[src/rtl/multicycle_control.sv]
// multicycle_control: multi-cycle instruction controller for the 24-bit datapath.
// Takes one opcode at a time from fetch over a valid/ready handshake and steps it
// through DECODE, EXECUTE, MEM and WB. Each state lasts one cycle, except MEM,
// which waits for the memory to answer.
// Optional build macro MEM_TIMEOUT_EN: abort a MEM stall after TIMEOUT_CYCLES
// cycles and pulse fault. Without the macro, MEM waits indefinitely and fault is 0.
module multicycle_control #(
  parameter int TIMEOUT_CYCLES = 15
) (
  input  logic       clk,
  input  logic       reset,
  input  logic       instr_valid,
  input  logic [3:0] opcode,
  input  logic       zero,
  input  logic       mem_ready,
  output logic       instr_ready,
  output logic [1:0] aluOp,
  output logic       aluSrc,
  output logic       regWrite,
  output logic       memToReg,
  output logic       memRead,
  output logic       memWrite,
  output logic       pcWrite,
  output logic       pcSrc,
  output logic       done,
  output logic       illegal,
  output logic       fault
);

  typedef enum logic [2:0] {
    S_IDLE    = 3'd0,
    S_DECODE  = 3'd1,
    S_EXECUTE = 3'd2,
    S_MEM     = 3'd3,
    S_WB      = 3'd4
  } state_t;

  localparam logic [3:0] OP_ADD = 4'b0000;
  localparam logic [3:0] OP_BEQ = 4'b0001;
  localparam logic [3:0] OP_SW  = 4'b0010;
  localparam logic [3:0] OP_LW  = 4'b0011;
  localparam logic [3:0] OP_SLT = 4'b0100;

  localparam logic [1:0] ALU_ADD = 2'b00;
  localparam logic [1:0] ALU_SUB = 2'b01;
  localparam logic [1:0] ALU_SLT = 2'b10;

  // The counter is 8 bits wide, so the limit must fit in it.
  if (TIMEOUT_CYCLES < 1 || TIMEOUT_CYCLES > 255) begin : g_bad_timeout
    $error("multicycle_control: TIMEOUT_CYCLES must be within 1..255");
  end

  state_t     state_q, state_d;
  logic [3:0] opcode_q;
  logic       done_q, done_d;
  logic       illegal_q, illegal_d;
  logic       mem_timeout;

  function automatic logic is_legal(input logic [3:0] op);
    return (op == OP_ADD) || (op == OP_BEQ) || (op == OP_SW) ||
           (op == OP_LW)  || (op == OP_SLT);
  endfunction

  function automatic logic [1:0] alu_op_for(input logic [3:0] op);
    logic [1:0] r;
    r = ALU_ADD;
    if (op == OP_BEQ) r = ALU_SUB;
    else if (op == OP_SLT) r = ALU_SLT;
    return r;
  endfunction

  function automatic logic is_mem_op(input logic [3:0] op);
    return (op == OP_SW) || (op == OP_LW);
  endfunction

`ifdef MEM_TIMEOUT_EN
  localparam logic [7:0] TCNT_LAST = 8'(TIMEOUT_CYCLES - 1);

  logic [7:0] tcnt_q;
  logic       fault_q;

  // The limit is reached in the MEM cycle where the counter would step to
  // TIMEOUT_CYCLES. A mem_ready arriving in that same cycle still completes.
  assign mem_timeout = (state_q == S_MEM) && !mem_ready && (tcnt_q == TCNT_LAST);

  // Stall counter: held at zero outside MEM, so every MEM visit starts fresh.
  always_ff @(posedge clk) begin
    if (reset) begin
      tcnt_q  <= 8'd0;
      fault_q <= 1'b0;
    end else begin
      fault_q <= mem_timeout;
      if (state_q != S_MEM) tcnt_q <= 8'd0;
      else if (!mem_ready)  tcnt_q <= tcnt_q + 8'd1;
    end
  end

  assign fault = fault_q;
`else
  assign mem_timeout = 1'b0;
  assign fault       = 1'b0;
`endif

  // State register. The opcode is latched only at the accept cycle, and the
  // retirement pulses are registered into the first IDLE cycle.
  always_ff @(posedge clk) begin
    if (reset) begin
      state_q   <= S_IDLE;
      opcode_q  <= 4'd0;
      done_q    <= 1'b0;
      illegal_q <= 1'b0;
    end else begin
      state_q   <= state_d;
      done_q    <= done_d;
      illegal_q <= illegal_d;
      if (state_q == S_IDLE && instr_valid) opcode_q <= opcode;
    end
  end

  // Next-state logic and the pulse requests raised on the return to IDLE.
  always_comb begin
    state_d   = state_q;
    done_d    = 1'b0;
    illegal_d = 1'b0;
    case (state_q)
      S_IDLE: begin
        if (instr_valid) state_d = S_DECODE;
      end
      S_DECODE: begin
        if (is_legal(opcode_q)) begin
          state_d = S_EXECUTE;
        end else begin
          state_d   = S_IDLE;
          illegal_d = 1'b1;
        end
      end
      S_EXECUTE: begin
        if (opcode_q == OP_BEQ) begin
          state_d = S_IDLE;
          done_d  = 1'b1;
        end else if (is_mem_op(opcode_q)) begin
          state_d = S_MEM;
        end else begin
          state_d = S_WB;
        end
      end
      S_MEM: begin
        if (mem_ready) begin
          if (opcode_q == OP_LW) begin
            state_d = S_WB;
          end else begin
            state_d = S_IDLE;
            done_d  = 1'b1;
          end
        end else if (mem_timeout) begin
          state_d = S_IDLE;
        end
      end
      S_WB: begin
        state_d = S_IDLE;
        done_d  = 1'b1;
      end
      default: state_d = S_IDLE;
    endcase
  end

  // Moore output decode. The one exception is the beq pcWrite, which follows zero.
  always_comb begin
    instr_ready = 1'b0;
    aluOp       = ALU_ADD;
    aluSrc      = 1'b0;
    regWrite    = 1'b0;
    memToReg    = 1'b0;
    memRead     = 1'b0;
    memWrite    = 1'b0;
    pcWrite     = 1'b0;
    pcSrc       = 1'b0;
    case (state_q)
      S_IDLE: begin
        instr_ready = 1'b1;
      end
      S_DECODE: begin
        pcWrite = 1'b1;
        pcSrc   = 1'b0;
      end
      S_EXECUTE: begin
        aluOp  = alu_op_for(opcode_q);
        aluSrc = is_mem_op(opcode_q);
        if (opcode_q == OP_BEQ) begin
          pcSrc   = 1'b1;
          pcWrite = zero;
        end
      end
      S_MEM: begin
        aluOp    = alu_op_for(opcode_q);
        aluSrc   = 1'b1;
        memRead  = (opcode_q == OP_LW);
        memWrite = (opcode_q == OP_SW);
      end
      S_WB: begin
        regWrite = 1'b1;
        memToReg = (opcode_q == OP_LW);
      end
      default: ;
    endcase
  end

  assign done    = done_q;
  assign illegal = illegal_q;

endmodule

[config.mk]
export PLATFORM = sky130hd
export DESIGN_NAME = multicycle_control
export DESIGN_NICKNAME = d
export VERILOG_FILES = /design/src/rtl/multicycle_control.sv
export SDC_FILE = /design/constraint.sdc
export NUM_CORES = 1
export LEC_CHECK = 0
export ABC_AREA = 1
export CORE_AREA = 2 2 39 41
export CTS_CLUSTER_DIAMETER = 100
export DETAILED_ROUTE_END_ITERATION = 7
export DIE_AREA = 0 0 41 43
export PLACE_DENSITY = 0.74
export SYNTH_ARGS = -nofsm -noshare
export SYNTH_HDL_FRONTEND = slang
export SYNTH_SLANG_ARGS = --single-unit
[constraint.sdc]
create_clock -name clk -period 1.2 [get_ports clk]
set_input_delay 0.24 -clock clk [delete_from_list [all_inputs] [get_ports clk]]
set_output_delay 0.24 -clock clk [all_outputs]
set_load 0.01 [all_outputs]
==> metrics.cfg, run 1 <==
[outcome]
status = finished, violations left
violations = negative setup slack

[power_and_ir_drop]
p_leak_nw = 0.556
p_per_area_nw_per_um2 = 1090
p_total_mw = 1.25
peakVddDrop_uv = 824

[floorplan]
die_h_um = 43
start_util = 0.374
rows = 14
die_x_um = 41
num_io_pins = 22
core_um2 = 1380
die_area_um2 = 1760

[setup_path]
cpPeakStageDelay_ns = 0.37
crit_path_start_kind = flop
cp_top_family = simple AND/OR/NAND/NOR gates
required_ns = 0.96
crit_path_cell_trace = inv_2, nand2_2, nor2_4, nand2_2, inv_2, nand2_1, nand2_1, buf_2
critPathBufInv = 3
regToRegSetupSlack_ns = -0.29
crit_arrival_ns = 1.31
critPathCaptureType = output port
crit_path_max_fanout = 3
crit_path_top_delay_cell = dfxtp_4
worst-setup-path-type = reg2out

[logic_synthesis]
synthSimpleGateAreaFrac = 0.437
synth_top_area_cell = dfxtp_1
ys_seq_elements = 9
synth_cell_types = 15
syn_inst = 86
ys_seq_area_frac = 0.348
synth_compound_area_frac = 0.0700
netlist_area_um2 = 518
ys_warn_count = 0
syn_avg_cell_area_um2 = 6.02
synthAdderAreaFrac = 0
synth_mux_area_frac = 0
synth_xor_area_frac = 0
synth_top_family_by_area = simple AND/OR/NAND/NOR gates
synth_area_leaders = dfxtp_1 (35%), nand2_1 (17%), nand3_1 (12%)
synth_top_cell_area_share = 0.348
syn_nets = 95

[drt]
remaining_drc_errors = 0
vias_per_cell = 5.59
routedWlPerCell_um = 17.7
vias = 884
detail-route-antenna-nets = 0
wl_um = 2800
drt_pass1_iterations = 6
drtIter0Drc = 55

[sta]
setup_violations = 14
finalWorstSetupSlack_ns = -0.355
fin_skew_ns = 0.00465
grt_setup_unrepaired = true
hold_ws_ns = 0.562
tns_ns = -3.36
timing.final.crit_share = 1.30
hold_viol = 0
max_freq_ghz = 0.643
report.final.slew_viol_count = 0
post-route-min-period_ns = 1.55

[finish]
instances_no_fill = 158
fillers = 68
finalNetCount = 152
num_antenna_cells = 0
multi_input_area_um2 = 394
area_delta_synth_final_pct = 123
fin_util = 0.834
drive_gt1_frac = 0.627
final_area_um2 = 1150
seqCellArea_um2 = 204

[place]
place_congestion = 0.787
placed_area_um2 = 840
dp.cells = 135
portBuffers = 20
post-place-ws_ns = -0.413
hpwl_um = 1110

[grt]
grt_usage = 0.254
grt_pass1_vias = 732
grt_pass1_wl_um = 3030
grt_max_degree = 6
antenna_found_initial = 0
gr-total-overflow = 0

[clocking]
clkSlewWorstSetupHoldPaths_ns = 0.06
cts-buffers-inserted = 3
hold_buffers = 0
h-tree-depth = 1
cts.root.buffer_cell = clkbuf_4
clock-sinks = 9
cts_tree = yes
cts_buffer_depth = 2
clock_latency_ns = 0.27

[flow_run]
drv_cap = 0

[min_path]
min_path_type = in2reg

==> logic make-up (layout without fill, tap and decap cells) <==
kind of cell	after synthesis	count (layout)
buffers and inverters	18	74
other	1	1
AO/OA/AOI/OAI	7	7
AND/OR/NAND/NOR	51	51
flip-flops	9	9
==> layout make-up <==
type,count,area share
timing repair buffer,54,0.385
multi-input combinational,59,0.342
sequential,9,0.177
inverter,16,0.0564
clock buffer,4,0.0228
tap,16,0.0174
==> Yosys cell counts (all sizes together) <==
library cell  count
nand2            25
inv              16
nand3            12
nor2             12
dfxtp             9
a21oi             5
buf               2
nor3              2
a31oi             1
conb              1
o21ai             1
==> routing by layer <==
metal / up-vias / share of wire / GRT usage
met1: 414 / 0.35 / 0.266
li1: 378 / - / -
met2: 76 / 0.52 / 0.475
met4: 0 / 0.039 / 0.0800
met5: - / 0 / 0
met3: 16 / 0.093 / 0.0314
==> layout by cell type, fill, tap and decap left out, drive strengths merged <==
master | synthesis | layout
a21oi | 5 | 5
a31oi | 1 | 1
dfxtp | 9 | 9
nand2 | 25 | 25
nor3 | 2 | 2
nand3 | 12 | 12
o21ai | 1 | 1
conb | 1 | 1
nor2 | 12 | 12
buf | 2 | 44
dlygate4sd2 | 0 | 2
inv | 16 | 16
clkbuf | 0 | 4
clkdlybuf4s50 | 0 | 8
==> where the power goes <==
group | internal [mW] | leakage (nW) | switching [mW] | total (mW)
sequential | 0.333 | 0.0782 | 0.0501 | 0.383
clock | 0.129 | 0.0150 | 0.115 | 0.243
combinational | 0.313 | 0.463 | 0.313 | 0.626
==> registers in the layout (all words and copies together), names as in the netlist <==
signal,flops
illegal,1
done,1
opcode_q,4
state_q,3
==> worst paths after layout <==
kind	endpoint	cells after the start	startpoint
hold / removal	opcode_q[3]$_SDFFE_PP0P_	3	opcode[3]
setup / recovery	pcWrite	8	opcode_q[3]$_SDFFE_PP0P_
setup reg to reg	state_q[0]$_SDFFE_PP0P_	11	opcode_q[3]$_SDFFE_PP0P_
hold reg to reg	opcode_q[3]$_SDFFE_PP0P_	2	opcode_q[3]$_SDFFE_PP0P_
==> tightest hold or removal path: stages <==
cell and delay (ns):
clkdlybuf4s50_1 0.40, nand3_1 0.09, a21oi_1 0.06
==> what timing repair did <==
action                                  CTS  global route
pin swaps                                11            13
resized for setup                        80            22
endpoints found under the setup margin   13            18
setup buffers                            15             5
No activity file was read; power rests on OpenSTA's default activity.
==> inputs of run 2 (changes only) <==
==> constraint.sdc (replaced) <==
create_clock -name clk -period 2 [get_ports clk]
set_input_delay 0.4 -clock clk [delete_from_list [all_inputs] [get_ports clk]]
set_output_delay 0.4 -clock clk [all_outputs]
set_load 0.01 [all_outputs]
==> metrics.cfg, run 2 (same netlist as run 1, synthesis figures left out) <==
[finish]
finalNetCount = 118  ; was 152
final_area_um2 = 761  ; was 1150 um2
num_antenna_cells = 0  ; unchanged
largest_reg_flops = 4  ; unchanged
drive_gt1_frac = 0.157  ; was 0.627
instances_no_fill = 124  ; was 158
top_regs = opcode_q (4), state_q (3)  ; unchanged
final_common_cell = nand2_1  ; was buf_4
fin_util = 0.550  ; was 0.834
final_cell_mix = nand2_1 (23), clkdlybuf4s50_1 (14), inv_1 (12), nand3_1 (11)  ; was buf_4 (28), nand2_1 (14), nand3_1 (9), buf_6 (9)
fillers = 144  ; was 68
area_delta_synth_final_pct = 46.9  ; was 123%
regMostFlops = opcode_q  ; unchanged

[sta]
fin_skew_ns = 0.000435  ; was 0.00465 ns
report.final.slew_viol_count = 0  ; unchanged
max_freq_ghz = 0.522
hold_viol = 0  ; unchanged
finalWorstSetupSlack_ns = 0.0825  ; was -0.355 ns
tns_ns = 0  ; was -3.36 ns
timing.final.crit_share = 0.959
grt_setup_unrepaired = true  ; unchanged
hold_ws_ns = 0.515  ; was 0.562 ns
setup_violations = 0  ; was 14
post-route-min-period_ns = 1.92

[place]
dp.cells = 120  ; was 135
portBuffers = 20  ; unchanged
hpwl_um = 933  ; was 1110 um
placed_area_um2 = 727  ; was 840 um2
post-place-ws_ns = 0.128  ; was -0.413 ns
place_congestion = 0.781  ; was 0.787

[setup_path]
crit_arrival_ns = 1.52  ; was 1.31 ns
crit_path_max_fanout = 3  ; unchanged
critPathLaunch = opcode_q[3]$_SDFFE_PP0P_  ; unchanged
crit_path_start_kind = flop  ; unchanged
regToRegSetupSlack_ns = 0.93  ; was -0.29 ns
crit_end = aluOp[0]  ; was pcWrite
r2r_end = opcode_q[3]$_SDFFE_PP0P_  ; was state_q[0]$_SDFFE_PP0P_
worstReg2RegStart = state_q[0]$_SDFFE_PP0P_  ; was opcode_q[3]$_SDFFE_PP0P_
worst-setup-path-type = reg2out  ; unchanged
critPathCaptureType = output port  ; unchanged
rr_worst_depth = 6  ; was 11
required_ns = 1.60  ; was 0.96 ns

[flow_run]
drv_cap = 0  ; unchanged

[drt]
remaining_drc_errors = 0  ; unchanged
routedWlPerCell_um = 9.70  ; was 17.7 um
wl_um = 1200  ; was 2800 um
vias_per_cell = 4.69  ; was 5.59
drtIter0Drc = 6  ; was 55
detail-route-antenna-nets = 0  ; unchanged
vias = 582  ; was 884
drt_pass1_iterations = 4  ; was 6

[grt]
antenna_found_initial = 0  ; unchanged
grt_pass1_wl_um = 1880  ; was 3030 um
grt_max_degree = 9  ; was 6
gr-total-overflow = 0  ; unchanged
grt_pass1_vias = 456  ; was 732
grt_usage = 0.158  ; was 0.254

[outcome]
status = complete, no violations  ; was finished, violations left

[floorplan]
die_h_um = 43  ; unchanged
die_x_um = 41  ; unchanged
die_area_um2 = 1760  ; unchanged
rows = 14  ; unchanged
core_um2 = 1380  ; unchanged
num_io_pins = 22  ; unchanged
start_util = 0.374  ; unchanged

[clocking]
cts.root.buffer_cell = clkbuf_4  ; unchanged
clkSlewWorstSetupHoldPaths_ns = 0.06  ; about the same
clock_latency_ns = 0.26  ; was 0.27 ns
h-tree-depth = 1  ; unchanged
cts_buffer_depth = 2  ; unchanged
cts_tree = yes  ; unchanged
cts-buffers-inserted = 3  ; unchanged
hold_buffers = 0  ; unchanged
post_cts_buffers = 0  ; was 15
clock-sinks = 9  ; unchanged

[power_and_ir_drop]
peakVddDrop_uv = 293  ; was 824 uV
p_total_mw = 0.529  ; was 1.25 mW
p_per_area_nw_per_um2 = 695  ; was 1090 nW/um2
p_leak_nw = 0.396  ; was 0.556 nW

[min_path]
min_path_type = reg2reg  ; was in2reg

-- run 2: changes by cell type in the layout (fill, tap and decap cells not counted), moves of 3 or more --
cell,previous run,this run
buf_6,9,0
inv_1,7,12
nand2_1,14,23
dfxtp_4,6,0
clkdlybuf4s50_1,8,14
buf_2,7,0
dfxtp_1,2,7
nor2_4,6,0
nor2_1,3,7
nand2_2,8,2
buf_4,28,0
inv_2,7,4
-- run 2: worst min-delay path by stage --
stage                             startpoint                       end  slack [ns]  cells after the start
global route        opcode_q[1]$_SDFFE_PP0P_  opcode_q[1]$_SDFFE_PP0P_        0.55                      2
detailed placement  opcode_q[1]$_SDFFE_PP0P_  opcode_q[1]$_SDFFE_PP0P_        0.50                      2
CTS                 opcode_q[1]$_SDFFE_PP0P_  opcode_q[1]$_SDFFE_PP0P_        0.51                      2
finish              opcode_q[2]$_SDFFE_PP0P_  opcode_q[2]$_SDFFE_PP0P_        0.51                      2
global placement    opcode_q[3]$_SDFFE_PP0P_  opcode_q[3]$_SDFFE_PP0P_        0.49                      2
floorplan           opcode_q[3]$_SDFFE_PP0P_  opcode_q[3]$_SDFFE_PP0P_        0.47                      2
-- run 2: per-layer routing --
| layer | vias to the layer above | wire (um) | track usage |
|---|---|---|---|
| met5 | - | 0 | 0 |
| met4 | 0 | 40 | 0.120 |
| met3 | 5 | 47 | 0.0157 |
| met2 | 15 | 552 | 0.216 |
| met1 | 254 | 563 | 0.218 |
| li1 | 308 | - | - |
-- run 2: layout make-up --
cell class	instances	area, um2	share of cell area
clock buffers	4	26.3	0.0345
inverters	16	60.1	0.0789
multi-input cells	59	272	0.357
flip-flops and latches	9	183	0.240
well taps	16	20.0	0.0263
repair buffers	20	200	0.263
-- run 2: critical path: stages (launching register included) --
cell	delay, ns
dfxtp_1	0.34
nor2_2	0.17
nand3_1	0.11
nor2_1	0.10
clkdlybuf4s50_1	0.53
-- run 2: power by group --
group          internal (mW)  switching, mW  total, mW
Sequential             0.198         0.0202      0.218
Clock                 0.0771         0.0662      0.143
Combinational         0.0741         0.0932      0.167
Total                  0.349          0.180      0.529
-- run 2: timing repair --
item / CTS / global route
setup endpoints to repair: 5 / 2
resized for setup: 6 / 3
pin swaps: 0 / 0
==> edit, RTL diff (config.mk and constraints of run 2) <==
Re-encode `state_t` (5 states) as one-hot, 5 bits wide.
--- a/src/rtl/multicycle_control.sv
+++ b/src/rtl/multicycle_control.sv
@@ -27,12 +27,12 @@
   output logic       fault
 );
 
-  typedef enum logic [2:0] {
-    S_IDLE    = 3'd0,
-    S_DECODE  = 3'd1,
-    S_EXECUTE = 3'd2,
-    S_MEM     = 3'd3,
-    S_WB      = 3'd4
+  typedef enum logic [4:0] {
+    S_IDLE    = 5'b00001,
+    S_DECODE  = 5'b00010,
+    S_EXECUTE = 5'b00100,
+    S_MEM     = 5'b01000,
+    S_WB      = 5'b10000
   } state_t;
 
   localparam logic [3:0] OP_ADD = 4'b0000;
Check against the original RTL: no difference found for any inputs over 10 cycles, from zero or initial values and one cycle with reset high; not proved beyond that.
==> edit against run 2 <==
  * Power down 2.8%
  * Wire length up 14%
  * Area after synthesis up 21%
  * Sequential cell count up 2
  * Setup slack better by 0.082 ns
  * Non-clock buffer count up 3
  * Design area up 15%
  * First-iteration DRC count up 130%
==> edit: results (changes against run 2) <==
[worst_setup_path]
cpMaxStageDelayCell=dfxtp_1
critPathMaxStageDelay_ns=0.37  ; -0.16 ns
crit_path_max_fanout=4  ; +1
arrival_ns=1.44  ; -0.08 ns

[global_route]
grt_pass1_vias=575  ; +26%
grt_pass1_wl_mm=2.26  ; +20%
grt_usage_pct=19.1  ; +3.3 points
grt_max_degree=9  ; unchanged

[synthesis]
ys_top_cells_by_count=16 x inv_1, 15 x nand2_1, 12 x nor2_1, 11 x dfxtp_1, 8 x nand3_1
synth.area.top_cells=dfxtp_1 35%, inv_1 9.6%, nand2_1 9.0%
yosysSeqAreaShare_pct=35.2  ; +0.42 points
synth_nets=104  ; +9.5%
async_reset_ff_share_pct=0  ; unchanged
avgSynthCellArea_sq_um=6.59  ; +9.3%
synth_compound_area_share_pct=11.2  ; +4.2 points
yosysUniqueCellTypes=20  ; +5

[clock_tree]
clockRootBuffer=clkbuf_4
clk_path_buf_depth=2  ; unchanged
clk_pin_slew_ns=0.06  ; about the same

[placement]
dp_hpwl_mm=1.06  ; +14%
gp_congestion=0.792  ; +1.4%
dpl-instance-area_sq_um=842  ; +16%

[layout]
largest-register=state_q
fillCellCount=145  ; +0.69%
largestRegisters=state_q (5), opcode_q (4)
drive_gt1_share_pct=13.3  ; -2.4 points
nets=130  ; +10%
final_cells=136  ; +9.7%

[route]
drtIter0Drc=14  ; +8
wirelength_mm=1.38  ; +14%
vias=651  ; +12%

[pwr]
irDropWorstVdd_mv=0.338  ; +15%
power.leakage_uw=0.000437  ; +10%
switching_share_pct=29.8  ; -4.1 points

[outcome]
status=finished clean

[timing]
finClkSkew_ns=0.00455  ; +0.00411 ns

[edit: worst paths after layout]
path	to	cells after the start	slack, ns	start
min	opcode_q[2]	2	0.52	opcode_q[2]
max	aluSrc	6	0.16	state_q[1]
max reg2reg	state_q[0]	8	0.74	state_q[3]
min reg2reg	opcode_q[2]	2	0.52	opcode_q[2]
[edit: metrics by stage]
stage / setup slack, ns / hold slack [ns] / total power (uW)
2_1_floorplan: 0.639 / 0.463 / 325
3_3_place_gp: 0.124 / 0.483 / 363
3_5_place_dp: 0.118 / 0.489 / 366
4_1_cts: 0.0342 / 0.499 / 516
5_1_grt: 0.0423 / 0.556 / 550
6_report: 0.165 / 0.517 / 514
[edit: per-layer routing]
metal / part of all wire [%] / vias to the layer above / routed length, um / track usage [%]
li1: - / 351 / - / -
met1: 45 / 279 / 618 / 23.7
met2: 47 / 16 / 652 / 28.7
met3: 4.7 / 5 / 64 / 3.66
met4: 2.9 / 0 / 40 / 12.0
met5: 0 / - / 0 / 0
[edit: final cells by class]
class | count | area, sq um | area share [%]
clock buffers | 4 | 26.3 | 3.00
flip-flops and latches | 11 | 220 | 25.1
multi-input cells | 65 | 335 | 38.3
well taps | 16 | 20.0 | 2.29
repair buffers | 23 | 210 | 24.0
inverters | 17 | 63.8 | 7.29
[edit: kinds of logic after synthesis]
family,count (synthesis)
simple gates,50
compound gates,14
buf+inv,19
flops,11
other cells,1
[edit: worst max-delay path: cells and delay by family (launching register included)]
kind | cells | cell delay (ns)
buf+inv | 2 | 0.35
flops | 1 | 0.37
simple gates | 4 | 0.45
[edit: power by group through the flow]
stage	sequential (uW)	clock, uW	combinational [uW]
6_report	249	152	113
3_3_place_gp	252	0	111
2_1_floorplan	250	0	75.2
3_5_place_dp	253	0	113
5_1_grt	251	169	129
4_1_cts	248	155	113
[edit: repair_timing]
item / 4_1_cts / 5_1_grt
setup endpoints to repair: 9 / 2
gates resized for setup: 10 / 4
pin swaps: 1 / 1
buffers inserted: 2 / 0
hold buffers: 0 / 0
